--- src/rtl/fifo_umbrales_pkg.sv ---
// Shared widths, reset thresholds and operation encoding for the lane FIFO,
// its flow-control state machine and the lane top.
// Any block that sizes a lane bus or a threshold field takes its defaults from here.
package fifo_umbrales_pkg;

  // Default lane geometry: 6-bit words, 8-deep FIFO
  localparam int DATA_W_DEF   = 6;
  localparam int ADDR_W_DEF   = 3;

  // Occupancy thresholds loaded at reset, before the state machine issues init
  localparam int BAJO_RST_DEF = 1;
  localparam int ALTO_RST_DEF = 6;

  // Accepted operation in a cycle, encoded as {push_ok, pop_ok}
  typedef enum logic [1:0] {
    OP_IDLE = 2'b00,
    OP_POP  = 2'b01,
    OP_PUSH = 2'b10,
    OP_BOTH = 2'b11
  } op_e;

  // Combine the accept strobes into an operation code
  function automatic op_e op_decode(input logic push_ok, input logic pop_ok);
    return op_e'({push_ok, pop_ok});
  endfunction

endpackage

--- src/rtl/fifo_umbrales_memoria_fifo.sv ---
// Storage array for the lane FIFO: DEPTH x DATA_W registers, one write and one read port.
// Latency: write lands on the edge, read data appears one edge after re.
// Backpressure: none here; the caller only strobes we/re for accepted operations.
module memoria_fifo #(
  parameter int DATA_W = 6,
  parameter int ADDR_W = 3
) (
  input  logic              clk,
  input  logic              reset,
  input  logic              we,
  input  logic [ADDR_W-1:0] waddr,
  input  logic [DATA_W-1:0] wdata,
  input  logic              re,
  input  logic [ADDR_W-1:0] raddr,
  output logic [DATA_W-1:0] rdata
);

  localparam int DEPTH = 1 << ADDR_W;

  logic [DATA_W-1:0] mem [DEPTH];

  // Write port; contents are deliberately left untouched by reset
  always_ff @(posedge clk) begin
    if (we) begin
      mem[waddr] <= wdata;
    end
  end

  // Registered read port; holds the last word when no read is issued.
  // A same-cycle write to raddr returns the old word, which is the oldest entry.
  always_ff @(posedge clk or posedge reset) begin
    if (reset) begin
      rdata <= '0;
    end else if (re) begin
      rdata <= mem[raddr];
    end
  end

endmodule

--- src/rtl/fifo_umbrales.sv ---
// Lane FIFO with programmable low/high occupancy thresholds and sticky error flags.
// Latency: pop -> data_out/valid_out one cycle; flags follow count one cycle after push/pop.
// Backpressure: push while full is dropped unless a pop frees a slot the same cycle.
module fifo_umbrales
  import fifo_umbrales_pkg::*;
#(
  parameter int DATA_W   = DATA_W_DEF,
  parameter int ADDR_W   = ADDR_W_DEF,
  parameter int BAJO_RST = BAJO_RST_DEF,
  parameter int ALTO_RST = ALTO_RST_DEF
) (
  input  logic              clk,
  input  logic              reset,
  input  logic              init,
  input  logic [ADDR_W-1:0] umbral_bajo,
  input  logic [ADDR_W-1:0] umbral_alto,
  input  logic              push,
  input  logic [DATA_W-1:0] data_in,
  input  logic              pop,
  output logic [DATA_W-1:0] data_out,
  output logic              valid_out,
  output logic              empty,
  output logic              full,
  output logic              almost_empty,
  output logic              almost_full,
  output logic [ADDR_W:0]   count,
  output logic              err_overflow,
  output logic              err_underflow
);

  localparam int              DEPTH    = 1 << ADDR_W;
  localparam logic [ADDR_W:0] CNT_FULL = (ADDR_W + 1)'(DEPTH);
  localparam logic [ADDR_W:0] CNT_ONE  = (ADDR_W + 1)'(1);
  localparam logic [ADDR_W-1:0] PTR_ONE = ADDR_W'(1);

  logic [ADDR_W-1:0] wr_ptr;
  logic [ADDR_W-1:0] rd_ptr;
  logic [ADDR_W-1:0] bajo_reg;
  logic [ADDR_W-1:0] alto_reg;
  logic              push_ok;
  logic              pop_ok;
  op_e               op;

  // Status flags come straight from registered count and thresholds
  assign empty        = (count == '0);
  assign full         = (count == CNT_FULL);
  assign almost_empty = (count <= {1'b0, bajo_reg});
  assign almost_full  = (count >= {1'b0, alto_reg});

  // A pop on empty is never bypassed by a same-cycle push; a push on full
  // is accepted only when a pop drains a slot at the same edge
  assign pop_ok  = pop && !empty;
  assign push_ok = push && (!full || pop);

  // Accepted-operation code drives the occupancy update
  always_comb begin
    op = OP_IDLE;
    op = op_decode(push_ok, pop_ok);
  end

  // Pointers wrap naturally at DEPTH; count moves only on a lone push or pop
  always_ff @(posedge clk or posedge reset) begin
    if (reset) begin
      wr_ptr <= '0;
      rd_ptr <= '0;
      count  <= '0;
    end else begin
      if (push_ok) begin
        wr_ptr <= wr_ptr + PTR_ONE;
      end
      if (pop_ok) begin
        rd_ptr <= rd_ptr + PTR_ONE;
      end
      case (op)
        OP_PUSH: count <= count + CNT_ONE;
        OP_POP:  count <= count - CNT_ONE;
        default: count <= count;
      endcase
    end
  end

  // valid_out marks the cycle in which data_out carries a freshly popped word
  always_ff @(posedge clk or posedge reset) begin
    if (reset) begin
      valid_out <= 1'b0;
    end else begin
      valid_out <= pop_ok;
    end
  end

  // Sticky error flags, cleared only by reset
  always_ff @(posedge clk or posedge reset) begin
    if (reset) begin
      err_overflow  <= 1'b0;
      err_underflow <= 1'b0;
    end else begin
      if (push && full && !pop) begin
        err_overflow <= 1'b1;
      end
      if (pop && empty) begin
        err_underflow <= 1'b1;
      end
    end
  end

  // Threshold registers, reloaded from the state machine on init
  always_ff @(posedge clk or posedge reset) begin
    if (reset) begin
      bajo_reg <= ADDR_W'(BAJO_RST);
      alto_reg <= ADDR_W'(ALTO_RST);
    end else if (init) begin
      bajo_reg <= umbral_bajo;
      alto_reg <= umbral_alto;
    end
  end

  memoria_fifo #(
    .DATA_W (DATA_W),
    .ADDR_W (ADDR_W)
  ) u_mem (
    .clk   (clk),
    .reset (reset),
    .we    (push_ok),
    .waddr (wr_ptr),
    .wdata (data_in),
    .re    (pop_ok),
    .raddr (rd_ptr),
    .rdata (data_out)
  );

endmodule

--- config.mk ---
export PLATFORM = sky130hd
export DESIGN_NAME = fifo_umbrales
export DESIGN_NICKNAME = d
export VERILOG_FILES = /design/src/rtl/fifo_umbrales_pkg.sv /design/src/rtl/fifo_umbrales_memoria_fifo.sv /design/src/rtl/fifo_umbrales.sv
export SDC_FILE = /design/constraint.sdc
export NUM_CORES = 1
export LEC_CHECK = 0
export CAP_MARGIN = 10
export CORE_AREA = 5 5 79 81
export CTS_BUF_LIST = sky130_fd_sc_hd__clkbuf_4 sky130_fd_sc_hd__clkbuf_8
export DETAILED_ROUTE_END_ITERATION = 16
export DIE_AREA = 0 0 84 86
export GPL_TIMING_DRIVEN = 0
export PLACE_DENSITY = 0.86
export RECOVER_POWER = 100
export SLEW_MARGIN = 40
export SYNTH_ARGS = -nofsm -noshare
export SYNTH_HDL_FRONTEND = slang
export SYNTH_SLANG_ARGS = --single-unit
--- constraint.sdc ---
create_clock -name clk -period 3.8 [get_ports clk]
set_input_delay 0.38 -clock clk [delete_from_list [all_inputs] [get_ports clk]]
set_output_delay 0.38 -clock clk [all_outputs]
set_load 0.1 [all_outputs]
==> results.cfg, run 1 <==
[worst_setup_path]
timing.critical_path.fanout_max = 8
most_frequent_cell_on_critical_path = sky130_fd_sc_hd__xor2_1
worstSetupEndpointType = flop
worstPathCellList = clkbuf_1 > or4b_1 > o21a_1 > clkinvlp_2 > ha_1 > xor2_1 > ha_1 > a21oi_1 > xor2_1 > nor2_1 > xor2_1
timing.critical_path.from_type = flop
critPathKind = flop to flop
crit_path_top_delay_cell = sky130_fd_sc_hd__or4b_1
worst_path_dominant_cell_family = simple AND/OR/NAND/NOR gates
critical_path.max_stage_delay_ns = 0.60
cp.arrival_ns = 3.24
cp.required_ns = 4.01
cp.buffers_inverters = 2
setup.reg_to_reg.worst_slack_ns = 0.77

[logic_synthesis]
yosysWarnings = 0
synth_area_leader_cell = sky130_fd_sc_hd__edfxtp_1
post_synth.cell_area_avg_sq_um = 14.6
synth_top_cells_by_area = sky130_fd_sc_hd__edfxtp_1 (46%), sky130_fd_sc_hd__dfrtp_1 (18%), sky130_fd_sc_hd__ha_1 (4.4%)
yosys.cell_count.top_type = sky130_fd_sc_hd__edfxtp_1
synthArstFlopShare_pct = 34.2
ys_top_cells_by_count = sky130_fd_sc_hd__edfxtp_1 (48), sky130_fd_sc_hd__dfrtp_1 (22), sky130_fd_sc_hd__nand2_1 (20)
post_syn_area_sq_um = 3130
postSynthRegisterBits = 73
yosysSeqAreaShare_pct = 66.2
syn_nets = 243
synth_ff_type = sky130_fd_sc_hd__edfxtp_1
yosys.cell_types.count = 33
synth-edff-count = 48
netlist.area_leader.share_pct = 46.1
synthCells = 215

[placed_design]
placement.io_buffers = 32
gp_routability_congestion = 0.757
placedInstanceArea_sq_um = 3480
dp.final_hpwl_mm = 4.04
dp_slack_ns = 1.13

[global_route]
grtUsageTotal_pct = 16.9
number_of_global_route_vias_before_repair = 1906
grt_pass1_wl_mm = 9.34
globalRoute.totalOverflow = 0
grt_start_max_net_pins = 26
number_of_antenna_violations_at_the_first_check_in_global_routing = 0

[timing]
worst_hold_slack_ns = 0.405
worstMarginPinSlew_ns = 1.24
post-route-period-util_pct = 79.8
worst_slack_ns = 0.767
slew-limit-headroom_pct = 16.4
skew_ns = 0.00853
period_needed_ns = 3.03
achievable-frequency_ghz = 0.330
setup_viol = 0
setup_total_negative_slack_ns = 0
grt_setup_unrepaired = false
timing.final.hold_violations = 0
final_max_slew_viol_count = 0

[routing]
detail-route-antenna-nets = 0
detail_route.first_pass.iterations = 4
vias_per_cell = 5.46
route.detailed.wl_per_inst_um = 16.9
route.detailed.drc = 0
wirelength_mm = 5.66
via_count = 1830
drt_iter0_markers = 95

[layout]
regMostFlops = u_mem.mem
layout_top_registers = u_mem.mem: 48 flops, u_mem.rdata: 6 flops, count: 4 flops
antennaDiodeCount = 0
area_added_between_synthesis_and_finish_pct = 14.2
largest_register_ff_count = 48
finalInstanceArea_sq_um = 3570
post_route_cells_drive_above_1_share_pct = 12.9
nNetsFinal = 286

[clocking]
post_cts_resized = 0
ctsRootBufferMaster = sky130_fd_sc_hd__clkbuf_8
cts-root-to-sink-buffers = 2
postCtsSetupRepairBufs = 0
insertion_delay_ns = 0.33
post_cts_hold_buffers = 0
clkSlewWorstSetupHoldPaths_ns = 0.07
clock_tree_from_tritoncts = built
htreeDepth = 3
tritoncts_num_sinks = 73
cts_buffers = 9

[die]
core_sq_um = 5410
top_level_ports = 34
floorplan.die_area_sq_um = 7220
fp-row-count = 27
die_height_um = 86
initial_core_util_pct = 57.9
dieWidth_um = 84

[worst_hold_path]
worst_hold_path_type = input pin to flop

[status]
run_status = finished, final reports clean

[flow_run]
cap_viol_max_count = 0
-- layer usage --
metal  vias up  GRT usage [%]  routed length [um]
met4         0           5.70                  82
met2        26           29.6                2950
met1       918           20.4                2440
met5         -              0                   0
li1        878              -                   -
met3         8           4.61                 189
-- path summary, 6_finish.rpt --
path	from	cells after the start	end
worst max-delay path	count[1]	11	count[2]
worst min-delay path	init	3	alto_reg[1]
worst max register to register	count[1]	11	count[2]
worst min register to register	err_underflow	1	err_underflow
max in group asynchronous	reset	2	wr_ptr[1]
min in group asynchronous	reset	2	bajo_reg[1]
-- final cells by class --
type                            instances  area [sq um]
Sequential cell                        73          2070
Fill cell                             380          1830
Multi-Input combinational cell        127           947
Timing Repair Buffer                   32           214
Clock buffer                           13           160
Tap cell                               72          90.1
Buffer                                  6          41.3
Inverter                                9          35.0
Clock inverter                          3          16.3
-- worst min-delay path: cells and delay by family --
family,cells,cell delay [ns]
buffers and inverters,1,0.19
AND/OR/NAND/NOR,1,0.10
AO/OA/AOI/OAI,1,0.07
-- cells in the final DEF (no fill, tap or decap) --
cell type / n
sky130_fd_sc_hd__mux2i_1: 12
sky130_fd_sc_hd__a221o_1: 6
sky130_fd_sc_hd__nand2b_1: 6
sky130_fd_sc_hd__mux2_2: 10
sky130_fd_sc_hd__nand2_2: 1
sky130_fd_sc_hd__nand2_1: 21
sky130_fd_sc_hd__dfrtp_1: 22
sky130_fd_sc_hd__edfxtp_1: 48
sky130_fd_sc_hd__xor2_1: 4
sky130_fd_sc_hd__nor4_1: 2
sky130_fd_sc_hd__clkinv_2: 2
sky130_fd_sc_hd__clkbuf_8: 10
sky130_fd_sc_hd__a211o_1: 2
sky130_fd_sc_hd__clkbuf_1: 20
sky130_fd_sc_hd__nand3_1: 2
sky130_fd_sc_hd__clkbuf_4: 3
sky130_fd_sc_hd__buf_6: 2
sky130_fd_sc_hd__or4b_1: 1
sky130_fd_sc_hd__inv_4: 1
sky130_fd_sc_hd__a21oi_1: 3
sky130_fd_sc_hd__a21o_1: 3
sky130_fd_sc_hd__o21ai_0: 11
sky130_fd_sc_hd__clkdlybuf4s50_1: 6
sky130_fd_sc_hd__ha_1: 11
sky130_fd_sc_hd__clkinvlp_2: 1
sky130_fd_sc_hd__o21ai_1: 1
sky130_fd_sc_hd__inv_1: 8
sky130_fd_sc_hd__dlygate4sd3_1: 9
sky130_fd_sc_hd__o21a_1: 1
sky130_fd_sc_hd__xnor2_1: 5
sky130_fd_sc_hd__nor2_1: 6
sky130_fd_sc_hd__mux2_1: 5
sky130_fd_sc_hd__dfstp_2: 3
sky130_fd_sc_hd__nor3_1: 5
sky130_fd_sc_hd__buf_4: 1
sky130_fd_sc_hd__o22ai_1: 6
sky130_fd_sc_hd__nor2b_1: 3
-- through the flow --
step           utilization, %  std cells
3_5_place_dp             64.4        319
3_3_place_gp             65.6        319
2_1_floorplan               -        215
5_1_grt                  66.1        335
6_report                 66.1        335
4_1_cts                  67.6        335
-- kinds of logic after synthesis --
logic type | after synthesis | share of synthesized area (%)
flip-flops | 73 | 66.2
AND/OR/NAND/NOR | 47 | 7.48
AO/OA/AOI/OAI | 33 | 7.28
multiplexers | 27 | 9.24
buffers and inverters | 15 | 2.92
adder cells (fa/ha/maj) | 11 | 4.40
XOR/XNOR | 9 | 2.52
Power of run 1 is left out: the tool's default activity adds up to more than one toggle a clock period on the data nets, which glitch-free logic cannot reach.
==> inputs of run 2 (changes only) <==
--- a/config.mk
+++ b/config.mk
@@ -6,12 +6,12 @@
 export NUM_CORES = 1
 export LEC_CHECK = 0
 export CAP_MARGIN = 10
-export CORE_AREA = 5 5 79 81
+export CORE_AREA = 5 5 80 82
 export CTS_BUF_LIST = sky130_fd_sc_hd__clkbuf_4 sky130_fd_sc_hd__clkbuf_8
 export DETAILED_ROUTE_END_ITERATION = 16
-export DIE_AREA = 0 0 84 86
+export DIE_AREA = 0 0 85 87
 export GPL_TIMING_DRIVEN = 0
-export PLACE_DENSITY = 0.86
+export PLACE_DENSITY = 0.84
 export RECOVER_POWER = 100
 export SLEW_MARGIN = 40
 export SYNTH_ARGS = -nofsm -noshare
==> constraint.sdc (replaced) <==
create_clock -name clk -period 3 [get_ports clk]
set_input_delay 0.3 -clock clk [delete_from_list [all_inputs] [get_ports clk]]
set_output_delay 0.3 -clock clk [all_outputs]
set_load 0.1 [all_outputs]
==> run 2 against run 1 <==
  * Hold slack worse by 0.096 ns
  * Clock skew fell by 0.0014 ns
  * Via count is 0.16% lower
  * First-iteration DRC count is 14% higher
  * Critical path depth unchanged
  * Count of clock-buffer cells in the layout is 1 lower
  * Utilization down 1.9 points
  * Final cell count grew 0.90%
  * Fmax rose by 14%
  * Design area up 2.0%
  * Die area rose by 2.4%
  * Critical path type unchanged
  * Highest routed layer unchanged
==> results.cfg, run 2 (synthesis gave the netlist of run 1 again) <==
[timing]
achievable-frequency_ghz = 0.375
timing.final.hold_violations = 0
worstMarginPinSlew_ns = 1.35
setup_viol = 0
setup_total_negative_slack_ns = 0
slew-limit-headroom_pct = 9.37
period_needed_ns = 2.67
post-route-period-util_pct = 88.9
worst_hold_slack_ns = 0.309
final_max_slew_viol_count = 0
skew_ns = 0.00712
grt_setup_unrepaired = false

[die]
initial_core_util_pct = 55.1
top_level_ports = 34
floorplan.die_area_sq_um = 7400
core_sq_um = 5680
dieWidth_um = 85
die_height_um = 87
fp-row-count = 28

[worst_setup_path]
worst_path_dominant_cell_family = simple AND/OR/NAND/NOR gates
timing.critical_path.fanout_max = 8
cp.arrival_ns = 2.93
most_frequent_cell_on_critical_path = sky130_fd_sc_hd__xor2_1
critical_path.max_stage_delay_ns = 0.58
timing.critical_path.from_type = flop
worstSetupEndpointType = flop
critPathKind = flop to flop
cp.required_ns = 3.27
cp.buffers_inverters = 2
crit_path_top_delay_cell = sky130_fd_sc_hd__or4b_4
worstPathCellList = clkbuf_1 > or4b_4 > o21a_4 > inv_6 > ha_4 > xor2_1 > ha_1 > a21oi_2 > xor2_1 > nor2_1 > xor2_1

[clocking]
cts-root-to-sink-buffers = 2
cts_buffers = 9
clkSlewWorstSetupHoldPaths_ns = 0.07
tritoncts_num_sinks = 73
htreeDepth = 3
post_cts_hold_buffers = 0
postCtsSetupRepairBufs = 0
ctsRootBufferMaster = sky130_fd_sc_hd__clkbuf_8
clock_tree_from_tritoncts = built
insertion_delay_ns = 0.34
post_cts_resized = 0

[flow_run]
cap_viol_max_count = 0

[routing]
detail-route-antenna-nets = 0
route.detailed.drc = 0
wirelength_mm = 5.62
route.detailed.wl_per_inst_um = 16.6
vias_per_cell = 5.41
via_count = 1827
drt_iter0_markers = 108
detail_route.first_pass.iterations = 4

[global_route]
grtUsageTotal_pct = 16.7
grt_pass1_wl_mm = 9.16
number_of_antenna_violations_at_the_first_check_in_global_routing = 0
globalRoute.totalOverflow = 0
grt_start_max_net_pins = 26
number_of_global_route_vias_before_repair = 1852

[placed_design]
placement.io_buffers = 32
placedInstanceArea_sq_um = 3530
post-place-cells = 322
gp_routability_congestion = 0.756
dp.final_hpwl_mm = 4.04

[layout]
layout.cells.most_common = sky130_fd_sc_hd__edfxtp_1
largest_register_ff_count = 48
antennaDiodeCount = 0
area_added_between_synthesis_and_finish_pct = 16.5
post_route_cells_drive_above_1_share_pct = 17.9
layout.cells.most_common_list = sky130_fd_sc_hd__edfxtp_1 (48), sky130_fd_sc_hd__nand2_1 (21), sky130_fd_sc_hd__dfrtp_1 (18)
finalInstanceArea_sq_um = 3640
regMostFlops = u_mem.mem
post_layout_nonfiller_instances = 338
nNetsFinal = 286
layout_top_registers = u_mem.mem: 48 flops, u_mem.rdata: 6 flops, count: 4 flops

[status]
run_status = finished, final reports clean

[worst_hold_path]
worst_hold_path_type = input pin to flop
## run 2: changes by cell type in the layout (fill, tap and decap cells not counted), sizes merged
cell           previous run  this run
bufinv                    0         1
clkinv                    2         3
dlygate4sd3               9         7
clkinvlp                  1         0
clkdlybuf4s50             6         8
clkbuf                   33        32
## run 2: path summary, 6_finish.rpt
| path | start | end | slack (ns) | cells after the start |
|---|---|---|---|---|
| hold reg to reg | err_underflow | err_underflow | 0.46 | 1 |
| min in group asynchronous | reset | alto_reg[0] | 0.62 | 2 |
| hold / removal | init | alto_reg[1] | 0.31 | 3 |
| setup reg to reg | count[1] | count[2] | 0.33 | 11 |
| max in group asynchronous | reset | count[1] | 1.69 | 2 |
| setup / recovery | count[1] | count[2] | 0.33 | 11 |
## run 2: tightest hold or removal path: cells and delay by family
kind                   cells  cell delay [ns]
AO/OA/AOI/OAI              1             0.07
AND/OR/NAND/NOR            1             0.09
buffers and inverters      1             0.19
## run 2: stage by stage
step	setup slack, ns	utilization (%)
after floorplan	-0.295	-
after global placement	0.281	63.4
after detailed placement	0.424	62.3
after CTS	0.406	65.6
after global routing	0.139	64.2
final	0.334	64.2
## run 2: layout make-up
type / instances / area [sq um]
tap: 75 / 93.8
buffer: 6 / 41.3
sequential: 73 / 2080
multi-input combinational: 127 / 978
clock buffer: 12 / 146
timing repair buffer: 32 / 219
clock inverter: 4 / 43.8
inverter: 9 / 41.3
fill: 443 / 2030
## run 2: routing by layer
layer	up-vias	part of all wire [%]	global-route usage, %
met5	-	0	0
met4	0	2.2	9.50
met3	13	3.1	3.31
met2	35	52	28.1
met1	901	42	20.0
li1	878	-	-
Power of run 2 is left out for the same reason.
==> inputs of run 3 (changes only) <==
--- a/config.mk
+++ b/config.mk
@@ -13,6 +13,7 @@
 export GPL_TIMING_DRIVEN = 0
 export PLACE_DENSITY = 0.84
 export RECOVER_POWER = 100
+export SKIP_CTS_REPAIR_TIMING = 1
 export SLEW_MARGIN = 40
 export SYNTH_ARGS = -nofsm -noshare
 export SYNTH_HDL_FRONTEND = slang
==> results of run 3 <==
No change in the layout: final DEF, timing and power equal those of run 2.
Power of run 3 is left out for the same reason.
